--- config.mk ---
export PLATFORM = sky130hd
export DESIGN_NAME = fb_write_scheduler_flat
export DESIGN_NICKNAME = d
export VERILOG_FILES = /design/src/rtl/fb_write_scheduler_pkg.sv /design/src/rtl/fb_write_scheduler_if.sv /design/src/rtl/fb_write_scheduler_rr_arbiter.sv /design/src/rtl/fb_write_scheduler.sv /design/src/flat_wrapper.sv
export SDC_FILE = /design/constraint.sdc
export NUM_CORES = 1
export LEC_CHECK = 0
export ABC_AREA = 0
export CELL_PAD_IN_SITES_DETAIL_PLACEMENT = 0
export CELL_PAD_IN_SITES_GLOBAL_PLACEMENT = 1
export CORE_ASPECT_RATIO = 1.4
export CORE_MARGIN = 5
export CORE_UTILIZATION = 29
export DETAILED_ROUTE_END_ITERATION = 10
export PLACE_DENSITY_LB_ADDON = 0.1
export SETUP_SLACK_MARGIN = 0.05
export SLEW_MARGIN = 0
export SYNTH_ARGS = -nofsm -noshare
export SYNTH_HDL_FRONTEND = slang
export SYNTH_SLANG_ARGS = --single-unit
--- constraint.sdc ---
create_clock -name clk -period 3.3 [get_ports clk]
set_clock_uncertainty 0.15 [all_clocks]
set_input_delay 0.99 -clock clk [delete_from_list [all_inputs] [get_ports clk]]
set_output_delay 0.99 -clock clk [all_outputs]
set_load 0.05 [all_outputs]
--- src/rtl/fb_write_scheduler_pkg.sv ---
// rtl/fb_write_scheduler_pkg.sv - shared framebuffer geometry, pixel write record and scheduler states
package fb_pkg;
   localparam int FB_W    = 64;
   localparam int FB_H    = 64;
   localparam int COORD_W = 6;
   localparam int COLOR_W = 12;
   localparam int CNT_W   = 2 * COORD_W;

   typedef struct packed {
      logic [COORD_W-1:0] x;
      logic [COORD_W-1:0] y;
      logic [COLOR_W-1:0] color;
   } pixel_write_t;

   typedef enum logic {
      ARB   = 1'b0,
      CLEAR = 1'b1
   } sched_state_t;
endpackage

--- src/rtl/fb_write_scheduler_if.sv ---
// rtl/fb_write_scheduler_if.sv - requester, clear-control and framebuffer write bundle
interface fb_write_scheduler_if #(
   parameter int NUM_REQ = 3
);
   import fb_pkg::*;

   localparam int ID_W = $clog2(NUM_REQ);

   logic [NUM_REQ-1:0]              req_valid;
   logic [NUM_REQ-1:0]              req_ready;
   logic [NUM_REQ-1:0][COORD_W-1:0] req_x;
   logic [NUM_REQ-1:0][COORD_W-1:0] req_y;
   logic [NUM_REQ-1:0][COLOR_W-1:0] req_color;
   logic                            clear_start;
   logic                            clear_busy;
   logic                            clear_done;
   logic                            write_en;
   logic [COORD_W-1:0]              write_x;
   logic [COORD_W-1:0]              write_y;
   logic [COLOR_W-1:0]              pixel_color;
   logic [ID_W-1:0]                 grant_id;

   modport master (
      output req_valid, req_x, req_y, req_color, clear_start,
      input  req_ready, clear_busy, clear_done, write_en, write_x, write_y, pixel_color, grant_id
   );

   modport slave (
      input  req_valid, req_x, req_y, req_color, clear_start,
      output req_ready, clear_busy, clear_done, write_en, write_x, write_y, pixel_color, grant_id
   );
endinterface

--- src/rtl/fb_write_scheduler_rr_arbiter.sv ---
// rtl/fb_write_scheduler_rr_arbiter.sv - combinational round-robin pick starting after the last winner
module rr_arbiter #(
   parameter int N    = 3,
   parameter int ID_W = $clog2(N)
) (
   input  logic            en,
   input  logic [N-1:0]    req,
   input  logic [ID_W-1:0] last,
   output logic [N-1:0]    gnt,
   output logic [ID_W-1:0] gnt_id,
   output logic            gnt_valid
);
   logic [ID_W-1:0] idx;

   always_comb begin
      gnt       = '0;
      gnt_id    = '0;
      gnt_valid = 1'b0;
      idx       = '0;
      for (int i = 1; i <= N; i++) begin
         idx = ID_W'((int'(last) + i) % N);
         if (en && !gnt_valid && req[idx]) begin
            gnt[idx]  = 1'b1;
            gnt_id    = idx;
            gnt_valid = 1'b1;
         end
      end
   end
endmodule

--- src/rtl/fb_write_scheduler.sv ---
// rtl/fb_write_scheduler.sv - round-robin framebuffer write port sharing with a full-raster clear sequencer
module fb_write_scheduler
   import fb_pkg::*;
#(
   parameter int                 NUM_REQ     = 3,
   parameter logic [COLOR_W-1:0] CLEAR_COLOR = 12'h000
) (
   input logic                 clk,
   input logic                 rst_n,
   fb_write_scheduler_if.slave bus
);
   localparam int              ID_W     = $clog2(NUM_REQ);
   localparam logic [CNT_W-1:0] CNT_LAST = CNT_W'(FB_W * FB_H - 1);

   sched_state_t       state, state_nxt;
   logic [CNT_W-1:0]   cnt;
   logic [ID_W-1:0]    last;
   logic [ID_W-1:0]    gnt_id;
   logic [ID_W-1:0]    gid_q;
   logic [NUM_REQ-1:0] gnt;
   logic               gnt_valid;
   logic               arb_en;
   logic               wr_en_q;
   logic               done_q;
   pixel_write_t       wr_q;

   // ready is gated by reset so nothing is accepted while the port is held in reset
   assign arb_en = rst_n && (state == ARB) && !bus.clear_start;

   rr_arbiter #(
      .N    (NUM_REQ),
      .ID_W (ID_W)
   ) u_arb (
      .en        (arb_en),
      .req       (bus.req_valid),
      .last      (last),
      .gnt       (gnt),
      .gnt_id    (gnt_id),
      .gnt_valid (gnt_valid)
   );

   always_comb begin
      state_nxt = state;
      case (state)
         ARB:     if (bus.clear_start) state_nxt = CLEAR;
         CLEAR:   if (cnt == CNT_LAST) state_nxt = ARB;
         default: state_nxt = ARB;
      endcase
   end

   always_ff @(posedge clk or negedge rst_n) begin
      if (!rst_n) state <= ARB;
      else        state <= state_nxt;
   end

   always_ff @(posedge clk or negedge rst_n) begin
      if (!rst_n) begin
         cnt     <= '0;
         last    <= ID_W'(NUM_REQ - 1);
         wr_en_q <= 1'b0;
         wr_q    <= '0;
         gid_q   <= '0;
         done_q  <= 1'b0;
      end else if (state == CLEAR) begin
         wr_en_q <= 1'b1;
         wr_q    <= '{x: cnt[COORD_W-1:0], y: cnt[CNT_W-1:COORD_W], color: CLEAR_COLOR};
         gid_q   <= '0;
         cnt     <= cnt + 1'b1;
         done_q  <= (cnt == CNT_LAST);
      end else begin
         done_q <= 1'b0;
         if (bus.clear_start) begin
            cnt     <= '0;
            wr_en_q <= 1'b0;
         end else if (gnt_valid) begin
            last    <= gnt_id;
            wr_en_q <= 1'b1;
            wr_q    <= '{x: bus.req_x[gnt_id], y: bus.req_y[gnt_id], color: bus.req_color[gnt_id]};
            gid_q   <= gnt_id;
         end else begin
            wr_en_q <= 1'b0;
         end
      end
   end

   assign bus.req_ready   = gnt;
   assign bus.write_en    = wr_en_q;
   assign bus.write_x     = wr_q.x;
   assign bus.write_y     = wr_q.y;
   assign bus.pixel_color = wr_q.color;
   assign bus.grant_id    = gid_q;
   assign bus.clear_done  = done_q;
   // busy also covers the cycle showing the final clear write, which is already back in ARB
   assign bus.clear_busy  = (state == CLEAR) || done_q;
endmodule

--- src/flat_wrapper.sv ---
// flat-port wrapper written by rule: the top's interface ports become plain ports
module fb_write_scheduler_flat import fb_pkg::*;
#(
   parameter int                 NUM_REQ     = 3,
   parameter logic [COLOR_W-1:0] CLEAR_COLOR = 12'h000
)
  (clk, rst_n, bus_req_valid, bus_req_x, bus_req_y, bus_req_color, bus_clear_start, bus_req_ready, bus_clear_busy, bus_clear_done, bus_write_en, bus_write_x, bus_write_y, bus_pixel_color, bus_grant_id);
  fb_write_scheduler_if #(.NUM_REQ(NUM_REQ)) bus_i ();
  input logic clk;
  input logic rst_n;
  input wire logic [$bits(bus_i.req_valid)-1:0] bus_req_valid;
  input wire logic [$bits(bus_i.req_x)-1:0] bus_req_x;
  input wire logic [$bits(bus_i.req_y)-1:0] bus_req_y;
  input wire logic [$bits(bus_i.req_color)-1:0] bus_req_color;
  input wire logic [$bits(bus_i.clear_start)-1:0] bus_clear_start;
  output wire logic [$bits(bus_i.req_ready)-1:0] bus_req_ready;
  output wire logic [$bits(bus_i.clear_busy)-1:0] bus_clear_busy;
  output wire logic [$bits(bus_i.clear_done)-1:0] bus_clear_done;
  output wire logic [$bits(bus_i.write_en)-1:0] bus_write_en;
  output wire logic [$bits(bus_i.write_x)-1:0] bus_write_x;
  output wire logic [$bits(bus_i.write_y)-1:0] bus_write_y;
  output wire logic [$bits(bus_i.pixel_color)-1:0] bus_pixel_color;
  output wire logic [$bits(bus_i.grant_id)-1:0] bus_grant_id;
  assign bus_i.req_valid = bus_req_valid;
  assign bus_i.req_x = bus_req_x;
  assign bus_i.req_y = bus_req_y;
  assign bus_i.req_color = bus_req_color;
  assign bus_i.clear_start = bus_clear_start;
  assign bus_req_ready = bus_i.req_ready;
  assign bus_clear_busy = bus_i.clear_busy;
  assign bus_clear_done = bus_i.clear_done;
  assign bus_write_en = bus_i.write_en;
  assign bus_write_x = bus_i.write_x;
  assign bus_write_y = bus_i.write_y;
  assign bus_pixel_color = bus_i.pixel_color;
  assign bus_grant_id = bus_i.grant_id;
  fb_write_scheduler #(.NUM_REQ(NUM_REQ), .CLEAR_COLOR(CLEAR_COLOR)) u_core (.clk(clk), .rst_n(rst_n), .bus(bus_i));
endmodule
==> metrics.md <==
| Metric | Value |
|---|---|
| Fin crit share | `1.07` |
| CTS tree | `yes` |
| Relative slew slack | `0.619` |
| Leading area contributor after synthesis | `dfrtp_1` |
| Final Hold Slack | `0.328 ns` |
| Layout cell share with drive strength beyond 1 | `0.206` |
| Internal | `1290 uW` |
| Largest net degree at the start of global routing | `44` |
| PwrDens | `467 nW/um^2` |
| Slowest CP cell | `or4_4` |
| Clock buffer depth | `2` |
| Static Leakage | `0.00196 uW` |
| Post-synthesis net count | `348` |
| Worst-Margin Slew | `0.571 ns` |
| Synth unique cells | `52` |
| Critical Path, Cell by Cell | `buf_8, nor2b_4, or4_4, a221oi_4, buf_4, a21o_4, buf_12` |
| Htree depth | `2` |
| Mean area per synthesized cell | `9.97 sq um` |
| Failing checks | `negative setup slack` |
| Final Power | `2010 uW` |
| DR WL/cell | `16.8 microns` |
| Post-route cell area | `4310 sq um` |
| Fill count | `856` |
| Routed Antenna Nets | `0` |
| Placer Congestion | `0.798` |
| Clk_lat worst skew | `0.28 ns` |
| Vias | `2547` |
| Share of power burned in the clock network | `0.250` |
| Initial DRC count | `83` |
| Total CTS buffers | `5` |
| Global-route wire length before repair | `13500 microns` |
| Nets@finish | `485` |
| Post-DP HPWL | `6730 microns` |
| CTS sink cnt | `43` |
| Period minus WS final | `3.53 ns` |
| Max Clk Rate | `0.283 GHz` |
| P_sw | `719 uW` |
| Initial antenna violation count | `0` |
| RSZ-0062 raised after global routing | `true` |
| Synthesis-to-finish area growth | `63.1%` |
| Number of synthesized flops with an enable pin | `0` |
| Setup violators final | `3` |
| Peak supply drop | `0.307 mV` |
| Area after DPL | `4120 sq um` |
| Gr usage total | `0.150` |
| Final Hold Viols | `0` |
| Die Area | `11100 sq um` |
| Top_reg_cell synth | `dfrtp_1` |
| Core area | `8980 sq um` |
| Bufs and invs on worst path | `3` |
| Worst Path Arrival | `2.39 ns` |
| FP Rows | `41` |
| Mapped Area | `2640 sq um` |
| Grt total ovfl | `0` |
| Number of diodes | `0` |
| Yosys top cell area share | `0.398` |
| Chip height | `123 microns` |
| Final wirelength | `8590 microns` |
| Critical Path Sink Type | `output pin` |
| Port buffer count | `109` |
| # DRC | `0` |
| Initial core utilization | `0.294` |
| Critical path's top delay family | `simple AND/OR/NAND/NOR gates` |
| Max-cap violation count | `0` |
| Sw Ratio | `0.357` |
| Logic pwr share | `0.366` |
| First-pass DRT Iterations | `4` |
| Cells after Synth | `265` |
| Syn. warnings | `0` |
| Clk root buf | `clkbuf_16` |
| Sequential fraction of the synthesis area | `0.408` |
| Outcome | `complete, but fails checks` |
| Via density per instance | `4.99` |
| Min-delay worst type | `register to register` |
| Chip Width | `90.7 microns` |
| Vias in the first global route | `2625` |
| Synth area leaders | `dfrtp_1 40%, mux2i_1 5.7%, nand2_1 5.1%` |
| Seq pwr share | `0.384` |
| Ys async rst share | `1.00` |
| Setup WS post-layout | `-0.230 ns` |
| Yosys reg bits | `43` |
| I/O Pins | `110` |
| Clock-pin transition on the worst setup and hold timing paths | `0.06 ns` |
| Critical Path RT | `2.16 ns` |
| Max-slew violation count | `0` |
| Setup CP Type | `input port to output pin` |
| Startpoint Class | `input port` |
| Worst Path Max Fanout | `6` |
| Max incr delay on CP | `0.49 ns` |
[per-stage QoR]
| step | setup TNS (ns) | worst slack (ns) | utilization | std cells |
|---|---|---|---|---|
| CTS | -0.582 | -0.204 | 0.479 | 510 |
| global route | -0.811 | -0.275 | 0.480 | 510 |
| floorplan | -0.0856 | -0.0719 | - | 265 |
| global placement | -6.82 | -0.692 | 0.459 | 501 |
| finish | -0.673 | -0.230 | 0.480 | 510 |
| detailed placement | -7.65 | -0.722 | 0.459 | 501 |
[power by group through the flow]
stage	Clock, uW	Combinational, uW	Sequential (uW)
3_5_place_dp	0	735	778
2_1_floorplan	0	233	955
6_report	503	737	773
5_1_grt	543	794	792
4_1_cts	516	744	772
3_3_place_gp	0	733	777
[timing repair]
action	CTS	global route
resized for setup	23	3
buffers inserted	1	0
setup endpoints to repair	17	3
hold buffers	0	0
pin swaps	7	4
gates cloned	0	0
[layout make-up]
cell class,count,area [sq um],area share
Tap cell,107,134,0.0311
Multi-Input combinational cell,199,1520,0.353
Timing Repair Buffer,146,1400,0.325
Sequential cell,43,1080,0.250
Clock inverter,1,8.76,0.00203
Clock buffer,7,143,0.0331
Inverter,7,26.3,0.00610
[sequential cells by signal (all words and copies together) (netlist names)]
| name | cells |
|---|---|
| u_core.bus.clear_done | 1 |
| u_core.last | 2 |
| u_core.cnt | 12 |
| u_core.bus.grant_id | 2 |
| u_core.bus.write_y | 6 |
| u_core.state | 1 |
| u_core.bus.pixel_color | 12 |
| u_core.bus.write_en | 1 |
| u_core.bus.write_x | 6 |
[worst paths after layout]
kind                                                 from                   endpoint  slack (ns)  depth (start not counted)
worst min register to register  u_core.bus.pixel_color[5]  u_core.bus.pixel_color[5]        0.33                          2
min in group asynchronous                           rst_n      u_core.bus.write_y[2]        0.70                          2
worst max-delay path                     bus_req_valid[0]           bus_req_ready[2]       -0.23                          7
worst min-delay path            u_core.bus.pixel_color[5]  u_core.bus.pixel_color[5]        0.33                          2
max in group asynchronous                           rst_n             u_core.last[1]        1.90                          2
worst max register to register             u_core.last[1]  u_core.bus.pixel_color[9]        0.41                         13
[cell families (layout without fill, tap and decap cells)]
family	after synthesis	in the layout	share of synthesized area
simple gates	102	102	0.200
compound gates	71	71	0.236
flops	43	43	0.408
buf+inv	23	161	0.0497
mux	18	18	0.0725
fa+ha+maj	5	5	0.0237
xor+xnor	3	3	0.00995
[Yosys cell counts (4+ instances only)]
| cell type | count |
|---|---|
| clkbuf_1 | 4 |
| o211ai_1 | 9 |
| nor2_1 | 19 |
| nand2_1 | 36 |
| dfrtp_1 | 42 |
| o21ai_0 | 8 |
| nor3_1 | 7 |
| buf_6 | 4 |
| nand3_1 | 5 |
| a21oi_1 | 4 |
| a21o_1 | 4 |
| o41ai_2 | 5 |
| nand4_1 | 6 |
| buf_2 | 6 |
| inv_1 | 6 |
| nor2b_1 | 5 |
| mux2i_1 | 15 |
| o21ai_1 | 5 |
| a22oi_1 | 7 |
| a22o_1 | 4 |
| ha_1 | 5 |
| a221oi_1 | 10 |
| and3b_1 | 10 |
| nand2b_1 | 4 |
[routing by layer]
metal / routed length [microns] / vias to the layer above / global-route usage / part of all wire
met3: 614 / 8 / 0.0450 / 0.071
met1: 3510 / 1200 / 0.179 / 0.41
met2: 4370 / 82 / 0.266 / 0.51
li1: - / 1257 / - / -
met4: 102 / 0 / 0.0298 / 0.012
met5: 0 / - / 0 / 0
[tightest hold or removal path: stages (launching register included)]
cell and delay, ns:
dfrtp_1 0.34, nand2_1 0.07, o41ai_2 0.05
[cells in the final DEF (no fill, tap or decap), types with 5 or more instances in the layout]
| cell | synthesis | final |
|---|---|---|
| nor2_1 | 19 | 19 |
| a22oi_1 | 7 | 7 |
| o21ai_1 | 5 | 6 |
| nand3_1 | 5 | 5 |
| inv_1 | 6 | 6 |
| o211ai_1 | 9 | 9 |
| mux2i_1 | 15 | 15 |
| clkbuf_16 | 0 | 5 |
| o21ai_0 | 8 | 7 |
| buf_4 | 2 | 37 |
| nor3_1 | 7 | 7 |
| clkdlybuf4s50_1 | 0 | 100 |
| o41ai_2 | 5 | 5 |
| nand2_1 | 36 | 36 |
| nand4_1 | 6 | 6 |
| a221oi_1 | 10 | 9 |
| dfrtp_1 | 42 | 42 |
| and3b_1 | 10 | 10 |
Note: power is estimated with default switching activity, not from simulation.
==> RTL change (same settings) <==
`COORD_W`: 6 -> 12.
--- a/src/rtl/fb_write_scheduler_pkg.sv
+++ b/src/rtl/fb_write_scheduler_pkg.sv
@@ -3,5 +3,5 @@
    localparam int FB_W    = 64;
    localparam int FB_H    = 64;
-   localparam int COORD_W = 6;
+   localparam int COORD_W = 12;
    localparam int COLOR_W = 12;
    localparam int CNT_W   = 2 * COORD_W;
Interface: changed (resized bus_req_x, bus_req_y, bus_write_x and bus_write_y); port bits go from 110 to 158. The function was not compared with the original's and may differ.
==> RTL change against the unedited design <==
  * The run still ends with setup timing left
  * Sequential power up 51%
  * Largest cell class unchanged
  * Highest routed layer unchanged
  * Die area increased by 44%
  * Critical path depth is the same
  * Sequential cell count increased by 24
  * Clock power is 96% higher
  * Synthesized area increased by 49%
  * Design area grew 47%
  * Sequential share of layout area up 1.5 points
  * Total power is 60% higher
  * Worst setup slack better by 0.14 ns
  * Via count grew 54%
  * First-iteration DRC count increased to 2.6 times the old value
  * Fmax increased by 4.2%
  * Routed wire length grew 59%
==> RTL change: results (changes against the unedited design) <==
hp-start: "u_core.bus.grant_id[0]"
seq_area_sq_mm: 0.00168  # +56%
slowest_delay_ns: 0.38  # -0.11 ns
synth-adder-area-share_pct: 1.59  # -0.78 points
fin_crit_sh_pct: 103  # -4.3 points
grtUsageTotal_pct: 17.5  # +2.6 points
synth_xor_area_share_pct: 1.56  # +0.57 points
nClkBuffers: 10  # +3
dpl.cell_count: 748  # +49%
insertion_delay_ns: 0.34  # +0.06 ns
setup.worst_path.end: "bus_req_ready[1]"
clock_net_power_uw: 985  # +96%
slew-limit-headroom_pct: 39.6  # -22 points
rrSetupSlack_ns: 0.38  # -0.03 ns
avgSynthCellArea_sq_um: 9.79  # -1.7%
clk_share_pct: 4.78  # +1.3 points
multi_input_gates: 303  # +52%
cts_max_level: 3  # +1
synth_mux_area_share_pct: 11.6  # +4.4 points
slowest_stage: "or3b_4"
internal_power_uw: 2080  # +61%
synth_compound_area_share_pct: 20.0  # -3.6 points
signal_buffers: 196  # +34%
nonClkBufAreaFrac_pct: 30.7  # -1.8 points
synthTopCellsByCount: "dfrtp_1 (66), nand2_1 (53), mux2i_1 (40)"
worst_slack_ns: -0.0875  # +0.142 ns
synth_area_leaders: "dfrtp_1 (42%), mux2i_1 (10%), nand2_1 (5.1%)"
crit_start: "bus_clear_start"
fin_cells: 770  # +51%
grt_pass1_wl_um: 22100  # +63%
setup-violations-final: 3  # unchanged
drt_iter0_markers: 214  # +160%
hold_end: "u_core.bus.grant_id[0]"
outcome: "finished with violations"
hpwl_um: 9990  # +49%
nFlopsAndLatches: 67  # +56%
cts_buffers: 9  # +4
first_global_vias: 4206  # +60%
ir_drop_uv: 243  # -21%
drt_wl_total_um: 13700  # +59%
finalPower_uw: 3210  # +60%
finalNetCount: 702  # +45%
r2r_cells: 12  # -1
violations: "setup timing"
seq_area_frac_synth_pct: 42.7  # +1.9 points
place.gp.congestion: 0.872  # +9.3%
leakagePower_uw: 0.00279  # +42%
RTL change: changes by cell type after synthesis, moves of 12 or more:
cell,before,now
o221ai_1,0,19
a31oi_1,1,20
dfrtp_1,42,66
nand3_1,5,17
mux2i_1,15,40
nand2_1,36,53
o21ai_0,8,29
or3_1,1,19
RTL change: tightest hold or removal path, delay by kind of cell, from the launching register on:
family	cells	cell delay, ns
and+or+nand+nor	2	0.10
DFF	1	0.34
RTL change: what timing repair did:
action	in CTS	in global routing
endpoints found under the setup margin	3	3
gates resized for setup	30	3
pin swaps	8	8
buffers inserted	3	3
RTL change: layer usage:
metal	share of wire [%]	vias to the layer above	wire length, um	track usage [%]
met5	0	-	0	0
met4	1.8	0	246	6.63
met3	6.3	18	866	4.37
met2	51	127	6960	30.0
met1	41	1885	5620	21.1
li1	-	1890	-	-
